===== src/rtl/mips_cpu_if.sv =====
// mips_cpu_if: instruction-ROM fetch bus between the core (master) and a combinational ROM (slave).
interface mips_cpu_if;
    logic [31:0] o_rom_addr;
    logic        o_rom_ce;
    logic [31:0] i_rom_data;

    modport master (
        output o_rom_addr,
        output o_rom_ce,
        input  i_rom_data
    );

    modport slave (
        input  o_rom_addr,
        input  o_rom_ce,
        output i_rom_data
    );
endinterface


===== src/rtl/mips_cpu.sv =====
// mips_cpu: 5-stage in-order MIPS integer core (logic/shift/LUI subset) with its register file.
// Define FORWARDING_EN to forward EX and MEM results into the ID operand muxes.

module mips_regfile (
    input  logic        clk,
    input  logic        rst,
    input  logic        we,
    input  logic [4:0]  waddr,
    input  logic [31:0] wdata,
    input  logic [4:0]  raddr1,
    input  logic [4:0]  raddr2,
    output logic [31:0] rdata1_c,
    output logic [31:0] rdata2_c
);
    logic [31:0] regs [0:31];

    always_ff @(posedge clk) begin
        if (rst) begin
            for (int i = 0; i < 32; i++) regs[i] <= '0;
        end else if (we && (waddr != 5'd0)) begin
            regs[waddr] <= wdata;
        end
    end

    // Reads observe a same-cycle write so WB-to-ID needs no extra slot.
    always_comb begin
        rdata1_c = '0;
        if (raddr1 == 5'd0)                rdata1_c = '0;
        else if (we && (waddr == raddr1))  rdata1_c = wdata;
        else                               rdata1_c = regs[raddr1];
    end

    always_comb begin
        rdata2_c = '0;
        if (raddr2 == 5'd0)                rdata2_c = '0;
        else if (we && (waddr == raddr2))  rdata2_c = wdata;
        else                               rdata2_c = regs[raddr2];
    end
endmodule

module mips_cpu #(
    parameter logic [31:0] RESET_PC = 32'h0000_0000
) (
    input  logic       clk,
    input  logic       rst,
    mips_cpu_if.master rom
);
    localparam int unsigned XLEN = 32;
    localparam int unsigned RW   = 5;

    typedef enum logic [2:0] {
        ALU_NOP, ALU_OR, ALU_AND, ALU_XOR, ALU_NOR, ALU_SLL, ALU_SRL, ALU_SRA
    } alu_op_e;

    logic [XLEN-1:0] pc;
    logic            ce;
    logic [XLEN-1:0] if_id_inst;

    alu_op_e         ex_aluop;
    logic [XLEN-1:0] ex_op1, ex_op2, ex_result;
    logic            ex_wreg;
    logic [RW-1:0]   ex_waddr;

    logic            mem_wreg;
    logic [RW-1:0]   mem_waddr;
    logic [XLEN-1:0] mem_wdata;

    logic            wb_wreg;
    logic [RW-1:0]   wb_waddr;
    logic [XLEN-1:0] wb_wdata;

    // Fetch: ce rises one edge after reset release, PC advances only while ce is set.
    always_ff @(posedge clk) begin
        if (rst) begin
            pc <= RESET_PC;
            ce <= 1'b0;
        end else begin
            ce <= 1'b1;
            if (ce) pc <= pc + 32'd4;
        end
    end

    assign rom.o_rom_addr = pc;
    assign rom.o_rom_ce   = ce;

    logic [5:0]      id_op, id_funct;
    logic [RW-1:0]   id_rs, id_rt, id_rd, id_shamt;
    logic [15:0]     id_imm;
    logic [XLEN-1:0] rf_rdata1_c, rf_rdata2_c, rs_val, rt_val;

    assign id_op    = if_id_inst[31:26];
    assign id_rs    = if_id_inst[25:21];
    assign id_rt    = if_id_inst[20:16];
    assign id_rd    = if_id_inst[15:11];
    assign id_shamt = if_id_inst[10:6];
    assign id_funct = if_id_inst[5:0];
    assign id_imm   = if_id_inst[15:0];

    mips_regfile u_regfile (
        .clk      (clk),
        .rst      (rst),
        .we       (wb_wreg),
        .waddr    (wb_waddr),
        .wdata    (wb_wdata),
        .raddr1   (id_rs),
        .raddr2   (id_rt),
        .rdata1_c (rf_rdata1_c),
        .rdata2_c (rf_rdata2_c)
    );

    // Operand select; wreg is never set for $0 so $0 is never forwarded.
    always_comb begin
`ifdef FORWARDING_EN
        if (ex_wreg && (ex_waddr == id_rs))        rs_val = ex_result;
        else if (mem_wreg && (mem_waddr == id_rs)) rs_val = mem_wdata;
        else                                       rs_val = rf_rdata1_c;
        if (ex_wreg && (ex_waddr == id_rt))        rt_val = ex_result;
        else if (mem_wreg && (mem_waddr == id_rt)) rt_val = mem_wdata;
        else                                       rt_val = rf_rdata2_c;
`else
        rs_val = rf_rdata1_c;
        rt_val = rf_rdata2_c;
`endif
    end

    alu_op_e         id_aluop;
    logic [XLEN-1:0] id_op1, id_op2;
    logic            id_dec_wreg;
    logic [RW-1:0]   id_waddr;

    // Decode; shifts carry the shift amount in op1 and the shifted value in op2.
    always_comb begin
        id_aluop    = ALU_NOP;
        id_op1      = '0;
        id_op2      = '0;
        id_dec_wreg = 1'b0;
        id_waddr    = '0;
        case (id_op)
            6'h00: begin
                id_waddr    = id_rd;
                id_dec_wreg = 1'b1;
                id_op1      = rs_val;
                id_op2      = rt_val;
                case (id_funct)
                    6'h24: id_aluop = ALU_AND;
                    6'h25: id_aluop = ALU_OR;
                    6'h26: id_aluop = ALU_XOR;
                    6'h27: id_aluop = ALU_NOR;
                    6'h00: begin id_aluop = ALU_SLL; id_op1 = XLEN'(id_shamt); end
                    6'h02: begin id_aluop = ALU_SRL; id_op1 = XLEN'(id_shamt); end
                    6'h03: begin id_aluop = ALU_SRA; id_op1 = XLEN'(id_shamt); end
                    6'h04: begin id_aluop = ALU_SLL; id_op1 = XLEN'(rs_val[4:0]); end
                    6'h06: begin id_aluop = ALU_SRL; id_op1 = XLEN'(rs_val[4:0]); end
                    6'h07: begin id_aluop = ALU_SRA; id_op1 = XLEN'(rs_val[4:0]); end
                    default: id_dec_wreg = 1'b0;
                endcase
            end
            6'h0C, 6'h0D, 6'h0E: begin
                id_waddr    = id_rt;
                id_dec_wreg = 1'b1;
                id_op1      = rs_val;
                id_op2      = XLEN'(id_imm);
                case (id_op)
                    6'h0C:   id_aluop = ALU_AND;
                    6'h0D:   id_aluop = ALU_OR;
                    default: id_aluop = ALU_XOR;
                endcase
            end
            6'h0F: begin
                id_waddr    = id_rt;
                id_dec_wreg = 1'b1;
                id_aluop    = ALU_OR;
                id_op1      = {id_imm, 16'h0000};
            end
            default: ;
        endcase
    end

    always_comb begin
        ex_result = '0;
        case (ex_aluop)
            ALU_OR:  ex_result = ex_op1 | ex_op2;
            ALU_AND: ex_result = ex_op1 & ex_op2;
            ALU_XOR: ex_result = ex_op1 ^ ex_op2;
            ALU_NOR: ex_result = ~(ex_op1 | ex_op2);
            ALU_SLL: ex_result = ex_op2 << ex_op1[4:0];
            ALU_SRL: ex_result = ex_op2 >> ex_op1[4:0];
            ALU_SRA: ex_result = XLEN'($signed(ex_op2) >>> ex_op1[4:0]);
            default: ex_result = '0;
        endcase
    end

    // Pipeline registers; reset turns every stage into a bubble.
    always_ff @(posedge clk) begin
        if (rst) begin
            if_id_inst <= '0;
            ex_aluop   <= ALU_NOP;
            ex_op1     <= '0;
            ex_op2     <= '0;
            ex_wreg    <= 1'b0;
            ex_waddr   <= '0;
            mem_wreg   <= 1'b0;
            mem_waddr  <= '0;
            mem_wdata  <= '0;
            wb_wreg    <= 1'b0;
            wb_waddr   <= '0;
            wb_wdata   <= '0;
        end else begin
            if_id_inst <= ce ? rom.i_rom_data : '0;
            ex_aluop   <= id_aluop;
            ex_op1     <= id_op1;
            ex_op2     <= id_op2;
            ex_wreg    <= id_dec_wreg && (id_waddr != 5'd0);
            ex_waddr   <= id_waddr;
            mem_wreg   <= ex_wreg;
            mem_waddr  <= ex_waddr;
            mem_wdata  <= ex_result;
            wb_wreg    <= mem_wreg;
            wb_waddr   <= mem_waddr;
            wb_wdata   <= mem_wdata;
        end
    end
endmodule


===== src/flat_wrapper.sv =====
// flat-port wrapper written by rule: the top's interface ports become plain ports
module mips_cpu_flat 
#(
    parameter logic [31:0] RESET_PC = 32'h0000_0000
)
  (clk, rst, rom_o_rom_addr, rom_o_rom_ce, rom_i_rom_data);
  mips_cpu_if rom_i ();
  input  logic clk;
  input  logic rst;
  output wire logic [$bits(rom_i.o_rom_addr)-1:0] rom_o_rom_addr;
  output wire logic [$bits(rom_i.o_rom_ce)-1:0] rom_o_rom_ce;
  input wire logic [$bits(rom_i.i_rom_data)-1:0] rom_i_rom_data;
  assign rom_o_rom_addr = rom_i.o_rom_addr;
  assign rom_o_rom_ce = rom_i.o_rom_ce;
  assign rom_i.i_rom_data = rom_i_rom_data;
  mips_cpu #(.RESET_PC(RESET_PC)) u_core (.clk(clk), .rst(rst), .rom(rom_i));
endmodule

===== config.mk =====
export PLATFORM = sky130hd
export DESIGN_NAME = mips_cpu_flat
export DESIGN_NICKNAME = d
export VERILOG_FILES = /design/src/rtl/mips_cpu_if.sv /design/src/rtl/mips_cpu.sv /design/src/flat_wrapper.sv
export SDC_FILE = /design/constraint.sdc
export NUM_CORES = 1
export LEC_CHECK = 0
export CAP_MARGIN = 10
export CORE_UTILIZATION = 40
export CTS_CLUSTER_SIZE = 10
export DETAILED_ROUTE_END_ITERATION = 6
export DONT_BUFFER_PORTS = 1
export GPL_TIMING_DRIVEN = 0
export HOLD_SLACK_MARGIN = 0.05
export PLACE_DENSITY = 0.64
export SYNTH_ARGS = -nofsm -noshare
export SYNTH_HDL_FRONTEND = slang
export SYNTH_SLANG_ARGS = --single-unit
export TNS_END_PERCENT = 10

===== constraint.sdc =====
create_clock -name clk -period 2.2 [get_ports clk]
set_input_delay 0.11 -clock clk [delete_from_list [all_inputs] [get_ports clk]]
set_output_delay 0.11 -clock clk [all_outputs]
set_load 0.01 [all_outputs]

==> results of run 1 <==
[logic make-up (layout without fill, tap and decap cells)]
logic type / after synthesis / after routing / share of synthesized area, %
simple gates: 69 / 69 / 29.36
compound gates: 34 / 34 / 14.08
flops: 31 / 31 / 42.58
buf+inv: 15 / 24 / 4.977
xor+xnor: 12 / 12 / 7.210
fa+ha+maj: 1 / 1 / 0.8582
other cells: 1 / 2 / 0.2573
mux: 1 / 1 / 0.6867
[registers in the layout, indices dropped and copies added (netlist names)]
signal / count
u_core.rom.o_rom_addr: 30
u_core.rom.o_rom_ce: 1
[metrics by stage]
stage | hold WS (ns) | std cells | cell area, um^2
2_1_floorplan | 0.1791 | 165 | 1461
4_1_cts | 0.1183 | 220 | 1615
3_5_place_dp | 0.1824 | 211 | 1519
5_1_grt | 0.1456 | 220 | 1615
3_3_place_gp | 0.1809 | 211 | 1519
6_report | 0.1113 | 220 | 1615
[final cells by class]
cell class / count / area, um^2
well taps: 46 / 57.56
clock buffers: 6 / 51.30
repair buffers: 1 / 10.01
fillers: 353 / 1800
plain buffers: 11 / 57.56
clock inverters: 2 / 35.03
multi-input cells: 119 / 768.2
inverters: 4 / 15.01
flip-flops and latches: 31 / 620.6
[per-layer routing]
metal / GRT usage, % / wire length (um)
met1: 20.27 / 1438
met2: 31.32 / 1595
met3: 8.456 / 228
met4: 7.849 / 52
met5: 0 / 0
[power by group through the flow]
stage / Clock (mW) / Combinational, mW / Sequential (mW)
after floorplan: 0 / 0.0219 / 0.587
after global placement: 0 / 0.0258 / 0.588
after detailed placement: 0 / 0.0273 / 0.588
after CTS: 0.477 / 0.0288 / 0.575
after global routing: 0.512 / 0.0329 / 0.577
final: 0.472 / 0.0284 / 0.575
[worst paths after layout]
check / endpoint
setup / recovery: u_core.rom.o_rom_addr[31]
hold / removal: u_core.rom.o_rom_ce
hold reg to reg: u_core.rom.o_rom_addr[31]
setup reg to reg: u_core.rom.o_rom_addr[31]
[synthesized netlist by cell type, drive strengths merged (4+ instances only)]
cell type and n:
a21oi 17, and2 4, and4 4, buf 5
clkbuf 6, dfxtp 31, inv 4, nand2 9
nand3 8, nand4 11, nor2 13, o31ai 14
or4 14, xor2 11
[repair_timing]
item                      in CTS  in global routing
hold endpoints to repair       1                  0
resized for setup              0                  0
hold buffers                   1                  0
buffers inserted               0                  0
==> flow_summary_export.csv, run 1 <==
group,metric,value,unit
run_status,status,"completed",
die,start_util,42.67,%
die,row_count,21,
route,routed_via_density,5.905,
sta,maxSlewViolCount,0,
sta,fmax,0.5029,GHz
worst_setup_path,reg2reg_from,"u_core.rom.o_rom_addr[2]",
worst_setup_path,rr_worst_depth,5,
route,wl_per_cell,15.06,um
grt,grt_usage,18.67,%
clock_tree,h-tree-depth,2,
power,pwr-share-clk,43.9,%
worst_setup_path,crit_chain,"and2_1, clkbuf_1, nand4_2, or4_1, a21oi_1",
grt,gr-total-overflow,0,
clock_tree,cts_tree,"yes",
power,switching_share,21.42,%
power,p_leak,0.5375,nW
die,die_h,62.37,um
min_path,hold_depth,2,
clock_tree,numCtsBuffers,5,
die,ios,67,
worst_setup_path,crit_cells,5,
yosys,synth-edff-count,0,
die,die_area,3889,um^2
worst_setup_path,arrival,2.26,ns
power,p_int,0.8453,mW
finish,layout_common_cells,"31 x dfxtp_1, 17 x a21oi_1, 14 x o31ai_1, 14 x or4_1, 13 x nor2_1",
worst_setup_path,worstPathRequired,2.47,ns
clock_tree,insertion_delay,0.34,ns
worst_setup_path,start_kind,"flop",
placement,dp_hpwl,2.352,mm
worst_setup_path,critical-path-top-delay-family,"simple AND/OR/NAND/NOR gates",
clock_tree,clkTransAtPathRegs,0.11,ns
power,p_sw,0.2304,mW
die,die_w,62.37,um
finish,area_delta_synth_final,10.82,%
sta,setup_viol,0,
finish,final_common_cell,"dfxtp_1",
yosys,yosysUniqueCellTypes,28,
min_path,hold_class,"primary input to flop",
worst_setup_path,regToRegSetupSlack,0.21,ns
power,power_frac_seq,53.5,%
route,num_vias,1299,
sta,finalCritPeriodShare,90.39,%
route,ant_nets,0,
sta,finClkSkew,0.01670,ns
run,maxCapViolations,0,
placement,port_buffers,0,
grt,antenna_found_initial,0,
finish,nNetsFinal,208,
worst_setup_path,slowest_delay,0.54,ns
yosys,avgSynthCellArea,8.888,um^2
worst_setup_path,cp.buffers_inverters,1,
finish,drive_above_1_share,9.770,%
route,wirelength,3.314,mm
yosys,yosysTopAreaCellShare,42.58,%
yosys,yosys.area.top_type,"dfxtp_1",
route,remaining_drc_errors,0,
sta,post-route-min-period,1.989,ns
sta,final_hold_viol_count,0,
worst_setup_path,path_class,"flop to flop",
yosys,ys_ff_latch,31,
worst_setup_path,critPathLaunch,"u_core.rom.o_rom_addr[2]",
worst_setup_path,cpMaxStageDelayCell,"or4_1",
route,drt_pre_antenna_iters,4,
sta,fin_ws,0.2114,ns
power,power.share.combinational,2.6,%
sta,setup_tns,0,ns
yosys,synthTopCellsByArea,"dfxtp_1 43%, o31ai_1 7.2%, or4_1 7.2%",
grt,grt_max_degree,11,
yosys,async_reset_ff_share,0,%
power,p_per_area,665.9,nW/um^2
power,ir_drop,483.6,uV
min_path,hp-start,"rst",
yosys,netlist_area,1458,um^2
power,power,1.076,mW
placement,place_ws,0.2243,ns
yosys,syn_inst,164,
clock_tree,cts_sinks,31,
finish,n_antenna_cell,0,
grt,grt_pass1_wl,5.616,mm
grt,grt_pass1_vias,1210,
clock_tree,clk_path_buf_depth,2,
worst_setup_path,endpoint_kind,"flop",
worst_setup_path,crit_path_max_fanout,10,
clock_tree,cts_root_buf,"clkbuf_4",
yosys,yosysSeqAreaShare,42.58,%
yosys,ys_warn_count,0,
finish,fin_util,47.29,%
yosys,synth_flop_cell,"dfxtp_1",
placement,place.gp.congestion,0.7586,
route,first_iter_violations,60,
sta,rsz0062_at_grt,"false",
die,coreArea,3416,um^2
Power figures use the tool's default switching activity.
==> inputs of run 2 (changes only) <==
- CORE_UTILIZATION: 40 -> 35
- MAX_ROUTING_LAYER: unset -> met4
- PLACE_DENSITY: 0.64 -> 0.59
==> run 2 against run 1 <==
  * Utilization fell by 7.1 points
  * Non-clock buffer count did not move
  * Wire length rose by 3.1%
  * Worst setup slack improved by 0.016 ns
  * Critical path depth did not move
  * Global-route usage fell by 1.9 points
  * Count of clock-buffer cells in the layout did not move
  * Final cell count rose by 0.91%
  * Register-to-register slack improved by 0.02 ns
  * First-iteration DRC count rose by 27%
==> flow_summary_export.csv, run 2 (synthesis results as in run 1) <==
group,metric,value,unit
grt,grt_max_degree,11,
worst_setup_path,worstPathRequired,2.40,ns
finish,finalInstanceArea,1607,um^2
finish,multi_input_comb_area,768.2,um^2
die,die_h,66.54,um
clock_tree,cts-resized-gates,0,
power,power_frac_seq,57.5,%
clock_tree,insertion_delay,0.28,ns
power,power.share.combinational,2.9,%
finish,drive_above_1_share,8.140,%
power,power,1.001,mW
clock_tree,cts_sinks,31,
grt,antenna_found_initial,0,
die,die_area,4427,um^2
run,maxCapViolations,0,
clock_tree,cts_tree,"yes",
grt,gr-total-overflow,0,
finish,fillCellCount,406,
power,ir_drop,313.2,uV
sta,post-route-min-period,1.973,ns
worst_setup_path,cpMaxStageDelayCell,"or4_1",
grt,grt_pass1_wl,5.409,mm
route,num_vias,1295,
route,remaining_drc_errors,0,
sta,final_hold_viol_count,0,
clock_tree,holdBufCountCts,1,
sta,maxSlewViolCount,0,
worst_setup_path,start_kind,"flop",
die,die_w,66.54,um
power,p_per_area,623.0,nW/um^2
route,wirelength,3.417,mm
die,start_util,36.44,%
placement,dp_hpwl,2.452,mm
worst_setup_path,crit_chain,"and2_1, clkbuf_1, nand4_2, or4_1, a21oi_1",
route,wl_per_cell,15.39,um
die,coreArea,4000,um^2
finish,fin_cells,222,
worst_setup_path,arrival,2.18,ns
clock_tree,numCtsBuffers,5,
die,ios,67,
finish,layout_common_cells,"31 x dfxtp_1, 17 x a21oi_1, 14 x o31ai_1, 14 x or4_1, 13 x nor2_1",
finish,largest_register_ffs,30,
sta,setup_tns,0,ns
grt,grt_pass1_vias,1230,
finish,nNetsFinal,208,
clock_tree,clk_path_buf_depth,2,
placement,post-place-cells,215,
worst_setup_path,regToRegSetupSlack,0.23,ns
finish,regArea,620.6,um^2
worst_setup_path,crit_path_max_fanout,10,
finish,n_antenna_cell,0,
power,p_sw,0.2130,mW
sta,rsz0062_at_grt,"false",
clock_tree,clkTransAtPathRegs,0.06,ns
clock_tree,postCtsSetupBuffers,0,
worst_setup_path,endpoint_kind,"flop",
power,switching_share,21.28,%
sta,fmax,0.5069,GHz
sta,finClkSkew,0.005685,ns
placement,placed_area,1524,um^2
finish,final_common_cell,"dfxtp_1",
power,p_leak,0.5264,nW
run_status,status,"completed",
clock_tree,cts_root_buf,"clkbuf_8",
min_path,hold_class,"primary input to flop",
sta,finalCritPeriodShare,89.67,%
grt,grt_usage,16.80,%
route,ant_nets,0,
placement,place.gp.congestion,0.7509,
power,pwr-share-clk,39.5,%
route,first_iter_violations,76,
power,p_int,0.7878,mW
placement,place_ws,0.2287,ns
clock_tree,h-tree-depth,2,
worst_setup_path,path_class,"flop to flop",
route,drt_pre_antenna_iters,4,
worst_setup_path,slowest_delay,0.55,ns
sta,fin_ws,0.2272,ns
route,routed_via_density,5.833,
finish,area_delta_synth_final,10.21,%
sta,setup_viol,0,
die,row_count,23,
placement,port_buffers,0,
## run 2: cell types whose count changed in the layout (fill, tap and decap cells not counted), sizes merged
cell,delta
clkinv,-1
bufinv,-1
## run 2: layout make-up
cell class / count / area share (%)
Buffer: 11 / 3.583
Clock buffer: 6 / 4.517
Inverter: 4 / 0.9346
Multi-Input combinational cell: 119 / 47.82
Sequential cell: 31 / 38.63
Tap cell: 50 / 3.894
Timing Repair Buffer: 1 / 0.6231
## run 2: power by group through the flow
stage | combinational (mW) | clock, mW | sequential (mW)
floorplan | 0.0219 | 0 | 0.587
global placement | 0.0258 | 0 | 0.588
detailed placement | 0.0278 | 0 | 0.588
CTS | 0.0295 | 0.407 | 0.576
global route | 0.0325 | 0.429 | 0.576
finish | 0.0292 | 0.396 | 0.576
## run 2: worst paths after layout
path                              from                        end  depth (start not counted)
max           u_core.rom.o_rom_addr[2]  u_core.rom.o_rom_addr[31]                          5
max reg2reg   u_core.rom.o_rom_addr[2]  u_core.rom.o_rom_addr[31]                          5
min                                rst        u_core.rom.o_rom_ce                          2
min reg2reg  u_core.rom.o_rom_addr[31]  u_core.rom.o_rom_addr[31]                          2
## run 2: per-layer routing
metal  up-vias  track usage, %  part of all wire, %  wire length [um]
met5         -               -                    0                 0
met4         0           7.181                  1.0                34
met3         4           5.651                  7.0               240
met2        39           27.04                   50              1701
met1       632           19.01                   42              1441
li1        620               -                    -                 -
## run 2: through the flow
stage	hold slack (ns)	util [%]
final	0.1785	40.16
after global routing	0.1949	40.16
after CTS	0.1738	40.16
after detailed placement	0.1875	38.10
after global placement	0.1806	38.10
after floorplan	0.1791	-
## run 2: worst max-delay path, delay by kind of cell, from the launching register on
| kind | cells | cell delay, ns |
|---|---|---|
| AO/OA/AOI/OAI | 1 | 0.16 |
| buffers and inverters | 1 | 0.30 |
| AND/OR/NAND/NOR | 3 | 1.02 |
| flip-flops | 1 | 0.43 |
==> inputs of run 3 (changes only) <==
- GPL_TIMING_DRIVEN: 0 -> unset
- SYNTH_HIERARCHICAL: unset -> 1
==> run 3 against run 2 <==
  * Non-clock buffer count down 7
  * Worst setup slack better by 0.092 ns
  * Critical path depth down 1
  * Utilization down 0.47 points
  * Combinational power up 1%
  * Area after synthesis unchanged
  * Final cell count down 2.3%
  * Sequential cell count unchanged
  * Clock power up 8.8%
  * Synthesized cell count unchanged
  * Register-to-register slack better by 0.09 ns
  * Wire length down 3.2%
  * Critical path type unchanged
  * Largest power group unchanged
==> flow_summary_export.csv, run 3 <==
group,metric,value,unit
route,remaining_drc_errors,0,
worst_setup_path,reg2reg_from,"u_core/rom.o_rom_addr[4]",
yosys,synthTopCellsByArea,"dfxtp_1 43%, o31ai_1 7.2%, or4_1 7.2%",
route,ant_nets,0,
sta,maxSlewViolCount,0,
finish,multi_input_comb_area,768.2,um^2
die,die_w,66.54,um
route,num_vias,1246,
power,ir_drop,253.9,uV
sta,finalCritPeriodShare,85.48,%
worst_setup_path,critPathLaunch,"u_core/rom.o_rom_addr[4]",
yosys,yosysSeqAreaShare,42.58,%
worst_setup_path,arrival,2.08,ns
power,p_leak,0.5204,nW
grt,grt_usage,16.75,%
clock_tree,numCtsBuffers,5,
die,row_count,23,
grt,antenna_found_initial,0,
worst_setup_path,path_class,"flop to flop",
die,die_h,66.54,um
min_path,hp-start,"u_core/rom.o_rom_addr[31]",
worst_setup_path,setup.worst_path.end,"u_core/rom.o_rom_addr[29]",
sta,final_hold_viol_count,0,
route,first_iter_violations,68,
yosys,async_reset_ff_share,0,%
yosys,yosys.area.top_type,"dfxtp_1",
route,routed_via_density,5.742,
placement,dp_hpwl,2.305,mm
yosys,yosysMostFrequentCell,"dfxtp_1",
placement,port_buffers,0,
worst_setup_path,regToRegSetupSlack,0.32,ns
clock_tree,insertion_delay,0.28,ns
grt,grt_pass1_wl,5.237,mm
yosys,avgSynthCellArea,8.888,um^2
sta,setup_tns,0,ns
sta,post-route-min-period,1.880,ns
grt,grt_pass1_vias,1151,
clock_tree,cts-resized-gates,0,
route,drt_pre_antenna_iters,4,
yosys,netlist_area,1458,um^2
finish,largest_register_ffs,30,
clock_tree,clk_path_buf_depth,2,
yosys,synth_flop_cell,"dfxtp_1",
die,die_area,4427,um^2
sta,setup_viol,0,
run_status,status,"completed",
clock_tree,h-tree-depth,2,
die,start_util,36.44,%
yosys,synth_commonest_cells,"31 x dfxtp_1, 17 x a21oi_1, 14 x o31ai_1, 14 x or4_1, 13 x nor2_1",
power,power,1.034,mW
worst_setup_path,start_kind,"flop",
worst_setup_path,endpoint_kind,"flop",
min_path,hold_class,"flop to flop",
finish,nNetsFinal,201,
yosys,syn_inst,164,
sta,tightest_slew,1.118,ns
grt,gr-total-overflow,0,
sta,finClkSkew,0.006317,ns
clock_tree,clkTransAtPathRegs,0.07,ns
finish,n_antenna_cell,0,
power,p_per_area,651.3,nW/um^2
route,wl_per_cell,15.24,um
placement,place.gp.congestion,0.6895,
worst_setup_path,rr_worst_depth,4,
clock_tree,cts_sinks,31,
finish,drive_above_1_share,8.982,%
route,wirelength,3.308,mm
finish,fillCellCount,391,
yosys,synth-edff-count,0,
worst_setup_path,crit_path_max_fanout,11,
yosys,ys_warn_count,6,
grt,grt_max_degree,32,
die,ios,67,
finish,final_common_cell,"dfxtp_1",
finish,area_delta_synth_final,8.927,%
yosys,yosysUniqueCellTypes,28,
sta,max_slew_margin,25.25,%
clock_tree,cts_tree,"yes",
run,maxCapViolations,0,
worst_setup_path,worstPathRequired,2.40,ns
min_path,hold_depth,2,
finish,fin_util,39.69,%
finish,regArea,620.6,um^2
yosys,yosysTopAreaCellShare,42.58,%
clock_tree,postCtsSetupBuffers,0,
finish,layout_common_cells,"31 x dfxtp_1, 17 x a21oi_1, 14 x o31ai_1, 14 x or4_1, 13 x nor2_1",
sta,fmax,0.5318,GHz
die,coreArea,4000,um^2
yosys,ys_ff_latch,31,
clock_tree,holdBufCountCts,1,
sta,rsz0062_at_grt,"false",
clock_tree,cts_root_buf,"clkbuf_8",
worst_setup_path,reg2reg_to,"u_core/rom.o_rom_addr[29]",
==> run 3: routing by layer <==
| metal | wire length [um] | part of all wire (%) | up-vias | GRT usage, % |
|---|---|---|---|---|
| met1 | 1398 | 42 | 592 | 17.50 |
| met3 | 284 | 8.6 | 7 | 7.877 |
| met5 | 0 | 0 | - | - |
| met4 | 53 | 1.6 | 0 | 7.181 |
| met2 | 1571 | 47 | 38 | 27.04 |
| li1 | - | - | 609 | - |
==> run 3: how the worst min path moves through the flow <==
stage / to / slack [ns]
final: u_core/rom.o_rom_addr[31] / 0.52
after global routing: u_core/rom.o_rom_addr[31] / 0.56
after CTS: u_core/rom.o_rom_addr[31] / 0.53
after detailed placement: u_core/rom.o_rom_ce / 0.17
after global placement: u_core/rom.o_rom_ce / 0.17
after floorplan: u_core/rom.o_rom_addr[29] / 0.18
==> run 3: logic make-up after synthesis <==
group           after synthesis  share of synthesized area (%)
simple gates                 69                          29.36
compound gates               34                          14.08
flops                        31                          42.58
buf+inv                      15                          4.977
xor+xnor                     12                          7.210
fa+ha+maj                     1                         0.8582
other cells                   1                         0.2573
mux                           1                         0.6867
==> run 3: report_power, final <==
group / total, mW / leakage (nW) / switching, mW / internal, mW
combinational: 0.0296 / 0.228 / 0.0200 / 0.00966
clock: 0.431 / 0.0422 / 0.209 / 0.222
sequential: 0.574 / 0.250 / 0.00766 / 0.566
total: 1.03 / 0.520 / 0.237 / 0.798
==> run 3: through the flow <==
| step | hold WS [ns] | setup slack, ns | instances | cell area (um^2) |
|---|---|---|---|---|
| 2_1_floorplan | 0.1791 | 0.5320 | 165 | 1461 |
| 3_3_place_gp | 0.1707 | 0.4190 | 208 | 1496 |
| 3_5_place_dp | 0.1748 | 0.3518 | 208 | 1496 |
| 4_1_cts | 0.5291 | 0.3094 | 217 | 1588 |
| 5_1_grt | 0.5554 | 0.2199 | 217 | 1588 |
| 6_report | 0.5229 | 0.3195 | 217 | 1588 |
==> run 3: area by class of cell <==
type | instances | share of cell area (%)
clock buffers | 7 | 4.807
inverters | 4 | 0.9456
flip-flops and latches | 31 | 39.09
well taps | 50 | 3.940
clock inverters | 1 | 0.3152
multi-input cells | 119 | 48.38
repair buffers | 5 | 2.522
==> run 3: critical path, stage by stage, from the launching register on <==
cell and delay (ns):
dfxtp_1 0.48, and4_4 0.39, nand4_2 0.23, or4_1 0.54, a21oi_1 0.16
